## src/rtl/izh_neuron_array.sv

```systemverilog
// Time-multiplexed Izhikevich neuron array: one shared fixed-point datapath
// sweeps every neuron once per tick, in index order, against local register files.
module izh_neuron_array #(
    parameter int N_NEURONS    = 4,
    parameter int V_WIDTH      = 16,
    parameter int FRAC         = 7,
    parameter int DT_SHIFT     = 4,
    parameter int REFRAC_TICKS = 2,
    localparam int IDX_W       = (N_NEURONS > 1) ? $clog2(N_NEURONS) : 1
) (
    input  logic                 clk,
    input  logic                 reset,
    input  logic                 tick,
    input  logic                 cfg_we,
    output logic                 cfg_ready,
    input  logic [IDX_W-1:0]     cfg_addr,
    input  logic [2:0]           cfg_sel,
    input  logic [7:0]           cfg_data,
    output logic                 busy,
    output logic                 done,
    output logic                 overrun,
    output logic                 spike_valid,
    output logic [IDX_W-1:0]     spike_idx,
    output logic [N_NEURONS-1:0] spike_vec,
    input  logic [IDX_W-1:0]     mon_idx,
    output logic [7:0]           mon_membrane
);

    localparam int XW = 2*V_WIDTH + 8;
    localparam int RW = (REFRAC_TICKS > 0) ? $clog2(REFRAC_TICKS + 1) : 1;

    localparam logic signed [XW-1:0] V_THR  = XW'(30 << FRAC);
    localparam logic signed [XW-1:0] V_REST = XW'(-(70 << FRAC));
    localparam logic signed [XW-1:0] K140   = XW'(140 << FRAC);
    localparam logic signed [XW-1:0] K5     = XW'(5);
    localparam logic signed [XW-1:0] K255   = XW'(255);
    localparam logic signed [XW-1:0] V_MAX  = {{(XW-V_WIDTH+1){1'b0}}, {(V_WIDTH-1){1'b1}}};
    localparam logic signed [XW-1:0] V_MIN  = {{(XW-V_WIDTH+1){1'b1}}, {(V_WIDTH-1){1'b0}}};
    localparam logic signed [V_WIDTH-1:0] V_INIT = V_REST[V_WIDTH-1:0];
    localparam logic [RW-1:0]        REF_INIT = RW'(REFRAC_TICKS);
    localparam logic [IDX_W-1:0]     LAST     = IDX_W'(N_NEURONS - 1);
    localparam logic [IDX_W:0]       N_IDX    = (IDX_W+1)'(N_NEURONS);

    typedef enum logic [1:0] {IDLE, FETCH, UPDATE, DONE} state_t;
    state_t state, state_nx;

    // per-neuron register files
    logic signed [V_WIDTH-1:0] v_mem    [N_NEURONS];
    logic signed [V_WIDTH-1:0] u_mem    [N_NEURONS];
    logic [RW-1:0]             rf_mem   [N_NEURONS];
    logic [7:0]                a_mem    [N_NEURONS];
    logic [7:0]                b_mem    [N_NEURONS];
    logic signed [7:0]         c_mem    [N_NEURONS];
    logic [7:0]                d_mem    [N_NEURONS];
    logic [7:0]                stim_mem [N_NEURONS];

    logic [IDX_W-1:0]          idx;
    logic [N_NEURONS-1:0]      spike_acc;

    logic signed [V_WIDTH-1:0] p_v, p_u;
    logic [RW-1:0]             p_rf;
    logic [7:0]                p_a, p_b, p_d, p_stim;
    logic signed [7:0]         p_c;

    function automatic logic signed [V_WIDTH-1:0] sat(input logic signed [XW-1:0] x);
        if (x > V_MAX) return V_MAX[V_WIDTH-1:0];
        if (x < V_MIN) return V_MIN[V_WIDTH-1:0];
        return x[V_WIDTH-1:0];
    endfunction

    // ---------------- update datapath ----------------
    logic signed [XW-1:0] vx, ux, ax, bx, sx, cx, dx;
    logic signed [XW-1:0] vsq, dv, du, nv, nu, us;
    logic signed [V_WIDTH-1:0] w_v, w_u;
    logic [RW-1:0]             w_rf;
    logic                      hit;

    assign vx = XW'(p_v);
    assign ux = XW'(p_u);
    assign ax = XW'(p_a);
    assign bx = XW'(p_b);
    assign sx = XW'(p_stim);
    assign dx = XW'(p_d);
    assign cx = XW'(p_c) <<< FRAC;

    always_comb begin
        vsq = (((vx * vx) >>> FRAC) * K5) >>> 7;
        dv  = vsq + K5 * vx + K140 - ux + (sx <<< FRAC);
        du  = (ax * (((bx * vx) >>> 8) - ux)) >>> 8;
        nv  = vx + (dv >>> DT_SHIFT);
        nu  = ux + (du >>> DT_SHIFT);
        us  = ux + (dx <<< FRAC);
        hit = (vx >= V_THR);
        w_v  = sat(nv);
        w_u  = sat(nu);
        w_rf = p_rf;
        if (hit) begin
            w_v  = sat(cx);
            w_u  = sat(us);
            w_rf = REF_INIT;
        end else if (p_rf != '0) begin
            // refractory: clamp at reset potential, skip integration entirely
            w_v  = sat(cx);
            w_u  = p_u;
            w_rf = p_rf - RW'(1);
        end
    end

    // ---------------- control ----------------
    assign busy      = (state != IDLE);
    assign done      = (state == DONE);
    assign cfg_ready = !busy && !reset;

    always_comb begin
        state_nx = state;
        case (state)
            IDLE:    if (tick) state_nx = FETCH;
            FETCH:   state_nx = UPDATE;
            UPDATE:  state_nx = (idx == LAST) ? DONE : FETCH;
            DONE:    state_nx = IDLE;
            default: state_nx = IDLE;
        endcase
    end

    always_ff @(posedge clk) begin
        if (reset) begin
            state       <= IDLE;
            idx         <= '0;
            overrun     <= 1'b0;
            spike_valid <= 1'b0;
            spike_idx   <= '0;
            spike_acc   <= '0;
            spike_vec   <= '0;
            p_v         <= '0;
            p_u         <= '0;
            p_rf        <= '0;
            p_a         <= '0;
            p_b         <= '0;
            p_c         <= '0;
            p_d         <= '0;
            p_stim      <= '0;
        end else begin
            state       <= state_nx;
            spike_valid <= 1'b0;
            if (tick && busy) overrun <= 1'b1;
            case (state)
                IDLE: if (tick) begin
                    idx       <= '0;
                    spike_acc <= '0;
                end
                FETCH: begin
                    p_v    <= v_mem[idx];
                    p_u    <= u_mem[idx];
                    p_rf   <= rf_mem[idx];
                    p_a    <= a_mem[idx];
                    p_b    <= b_mem[idx];
                    p_c    <= c_mem[idx];
                    p_d    <= d_mem[idx];
                    p_stim <= stim_mem[idx];
                end
                UPDATE: begin
                    if (hit) begin
                        spike_valid    <= 1'b1;
                        spike_idx      <= idx;
                        spike_acc[idx] <= 1'b1;
                    end
                    idx <= idx + IDX_W'(1);
                end
                DONE: spike_vec <= spike_acc;
                default: ;
            endcase
        end
    end

    // ---------------- register files ----------------
    logic cfg_acc;
    assign cfg_acc = cfg_we && cfg_ready && ({1'b0, cfg_addr} < N_IDX);

    always_ff @(posedge clk) begin
        if (reset) begin
            for (int i = 0; i < N_NEURONS; i++) begin
                v_mem[i]    <= V_INIT;
                u_mem[i]    <= '0;
                rf_mem[i]   <= '0;
                stim_mem[i] <= '0;
                a_mem[i]    <= 8'd5;
                b_mem[i]    <= 8'd51;
                c_mem[i]    <= -8'sd65;
                d_mem[i]    <= 8'd8;
            end
        end else begin
            if (cfg_acc) begin
                case (cfg_sel)
                    3'd0: a_mem[cfg_addr]    <= cfg_data;
                    3'd1: b_mem[cfg_addr]    <= cfg_data;
                    3'd2: c_mem[cfg_addr]    <= cfg_data;
                    3'd3: d_mem[cfg_addr]    <= cfg_data;
                    3'd4: stim_mem[cfg_addr] <= cfg_data;
                    default: ;
                endcase
            end
            if (state == UPDATE) begin
                v_mem[idx]  <= w_v;
                u_mem[idx]  <= w_u;
                rf_mem[idx] <= w_rf;
            end
        end
    end

    // ---------------- membrane monitor ----------------
    logic                      mon_ok;
    logic signed [V_WIDTH-1:0] mon_v;
    logic signed [XW-1:0]      mon_off;
    logic [7:0]                mon_nx;

    always_comb begin
        mon_ok  = ({1'b0, mon_idx} < N_IDX);
        mon_v   = v_mem[mon_idx];
        // 2 counts per mV above rest
        mon_off = (XW'(mon_v) - V_REST) >>> (FRAC - 1);
        mon_nx  = 8'd0;
        if (!mon_ok)                    mon_nx = 8'd0;
        else if (XW'(mon_v) >= V_THR)   mon_nx = 8'hFF;
        else if (mon_off[XW-1])         mon_nx = 8'd0;
        else if (mon_off > K255)        mon_nx = 8'hFF;
        else                            mon_nx = mon_off[7:0];
    end

    always_ff @(posedge clk) begin
        if (reset) mon_membrane <= 8'd0;
        else       mon_membrane <= mon_nx;
    end

endmodule

```

## config.mk

```make
export PLATFORM = sky130hd
export DESIGN_NAME = izh_neuron_array
export DESIGN_NICKNAME = d
export VERILOG_FILES = /design/src/rtl/izh_neuron_array.sv
export SDC_FILE = /design/constraint.sdc
export NUM_CORES = 2
export LEC_CHECK = 0
export CORE_MARGIN = 2
export CORE_UTILIZATION = 25
export DETAILED_ROUTE_END_ITERATION = 12
export SYNTH_ARGS = -nofsm -noshare
export SYNTH_HDL_FRONTEND = slang
export SYNTH_SLANG_ARGS = --single-unit
```

## constraint.sdc

```tcl
create_clock -name clk -period 41.5 [get_ports clk]
set_input_delay 8.3 -clock clk [delete_from_list [all_inputs] [get_ports clk]]
set_output_delay 8.3 -clock clk [all_outputs]
set_load 0.005 [all_outputs]
```

==> summary.txt <==
Logic synthesis
  • Syn_area_per_cell: 9.88 µm²
  • Cell Area, Synth: 42600 µm²
  • Post-synth EDFFs: roughly 300
  • Synth unique cells: between 90 and 100
  • Asr flop ratio synth: 0%
  • Largest area contributor in the netlist: fa_1
  • Seq cells post-synth: slightly below 400
  • Synthesized Nets: 5217
  • Register area share after synthesis: approximately a quarter
  • Synth area leaders: fa_1, edfxtp_1, ha_1
  • Synth top area share: between 20% and 30%
  • Post-synthesis cell count: around 4300
  • Ys Warns: 0
  • Top FF cell, synth: edfxtp_1

Layout
  • Fill count: approximately 18000
  • Commonest non-fill, non-tap cells in the layout: inv_1, fa_1, nand2_1
  • Area growth syn-to-layout: 9.88%
  • Register area: between 10000 and 15000 µm²
  • Number of diodes: 0
  • Fin area: 46800 µm²
  • Final std cells w/o fill: between 6000 and 7000
  • Fin util: 27.6%
  • Final nets: slightly above 5000
  • Multi-input gate area: 28300 µm²
  • Commonest non-fill, non-tap cell in the layout: inv_1
  • Layout cells sized above 1: 6.35%

Setup path
  • Startpoint types: primary input
  • Critical path fanouts, max: approximately 50
  • Crit end category: primary output
  • Critical path data required time: approximately 33 ns
  • Worst path arrival time: ~9.7 ns
  • Worst Setup Path Type: primary input to primary output

Place
  • # placed instances: 6444
  • Pre-CTS setup slack: between 20 and 25 ns
  • Placer congestion estimate: slightly above 0.8
  • I/O Buffers: 37
  • Cell Area, Placed: between 40000 and 50000 µm²
  • Final HPWL DP: 80.6 mm

Die
  • DIE HEIGHT: roughly 420 µm
  • Initial Util: around 25%
  • Rows: between 150 and 200
  • I/O pins: 38
  • Core area: 169000 µm²
  • Die Wd: between 400 and 500 µm
  • Total die area: approximately 170000 µm²

Clock network
  • Clock Path Buffers: 3
  • Hold-fix buffers, CTS: 0
  • Clock sink count: 394
  • Root Buffer: clkbuf_16
  • Quantity of gates resized following cts: 0
  • Post-CTS Setup Bufs: 0
  • CTS clk-pin slew, worst paths: about 0.06 ns
  • H-Tree Depth: 2
  • Worst skew pair latency: approximately 0.59 ns
  • CTS tree: done
  • Inserted Clock Buffers: approximately 40

Route
  • DRC viols: 0
  • Routed WL: ~110 mm
  • Vias: around 30000
  • Routed vias/inst: 4.58
  • Initial DRC count: roughly 1900
  • Post-DR wirelength/cell: approximately 16 µm
  • Final antenna-violating net count: 0
  • Drt pass-1 iters: 5

Global routing
  • Number of antenna violations at the first check in global routing: 3
  • Gr usage total: roughly an eighth
  • Grt total ovfl: 0
  • Vias in the first global route: ~31000
  • Pin count of the biggest net entering global routing: 75
  • First-pass GRT wire length: between 150 and 200 mm

Pwr
  • VDD IR max: approximately 0.00010 V
  • PD cells: roughly 60 nW/µm²
  • Leak pwr: 20.7 nW
  • Pwr Total: 2.82 mW

Hold path
  • Worst hold-check path type: flop to flop

Outcome
  • Status: complete, no violations

STA
  • Max transition margin: roughly a fifth
  • Post-route minimum period: 17.98 ns
  • Worst Skew: 0.0309 ns
  • Final Hold Violating Endpoints: 0
  • Final worst slack: roughly 24 ns
  • RSZ-0062 raised after global routing: false
  • Final period util: 43.3%
  • Final setup fails: 0
  • Final slew viol count: 0
  • FMAX: roughly 56 MHz
  • Setup TNS: 0 ns
  • Hold Slack: roughly 0.45 ns
  • Slew @ Worst Pin: between 1 and 1.5 ns

Flow run
  • Max-cap viol count: 0
==> final timing paths <==
check	slack [ns]	end	start	cells after the start
max	23.52	cfg_ready	reset	3
min reg2reg	0.45	spike_vec[1]	spike_acc[1]	2
min	0.45	spike_vec[1]	spike_acc[1]	2
max reg2reg	25.35	v_mem[0][9]	p_v[1]	61
==> per-layer routing <==
metal | share of wire, % | wire [µm] | GRT usage (%) | vias to the layer above
met5 | 0.012 | 13 | 0 | -
met4 | 2.2 | 2340 | 3.12 | 2
met3 | 3.8 | 4070 | 0.859 | 112
met2 | 49 | 52800 | 21.8 | 638
met1 | 45 | 47700 | 16.5 | 15000
li1 | - | - | - | 14000
==> registers in the layout (all words and copies together), names as in the netlist, 16 cells and up <==
name / cells
p_v: 16
stim_mem: 32
p_u: 16
b_mem: 32
d_mem: 32
u_mem: 64
a_mem: 32
v_mem: 64
c_mem: 32
==> critical path, cell delays in order <==
cell and delay [ns]:
buf_4 0.28, nor2_1 0.45, clkdlybuf4s50_1 0.59
==> power breakdown <==
group	total, mW	switching (mW)	leakage, nW	internal (mW)
clock	0.373	0.160	0.662	0.213
combinational	2.00	1.23	16.4	0.768
sequential	0.455	0.0148	3.60	0.440
==> cell type report <==
type | instances | share of cell area [%]
multi-input combinational | 2999 | 60.5
sequential | 394 | 23.2
inverter | 754 | 6.04
tap | 2218 | 5.92
clock buffer | 66 | 2.64
timing repair buffer | 79 | 1.46
clock inverter | 9 | 0.270
==> synthesized netlist by cell type (all sizes together), types with 59 or more instances <==
cell type / instances
a21oi: 204
fa: 501
dfxtp: 98
inv: 751
nand2: 405
clkbuf: 152
nor2: 282
ha: 381
nor3: 59
and2: 267
mux4: 84
nand3: 64
edfxtp: 296
o21ai: 78
xnor2: 106
==> cell families (layout without fill, tap and decap cells) <==
kind of cell	after synthesis	count (layout)	share of synthesized area [%]
AOI/OAI and AO/OA	537	537	8.36
xor gates and xnor gates	150	150	3.14
adders and majority gates	891	891	34.9
buffers and inverters	923	908	8.16
DFF	394	394	25.4
muxes	91	91	4.61
and+or+nand+nor	1330	1330	15.4
Note: power is estimated with default switching activity, not from simulation.
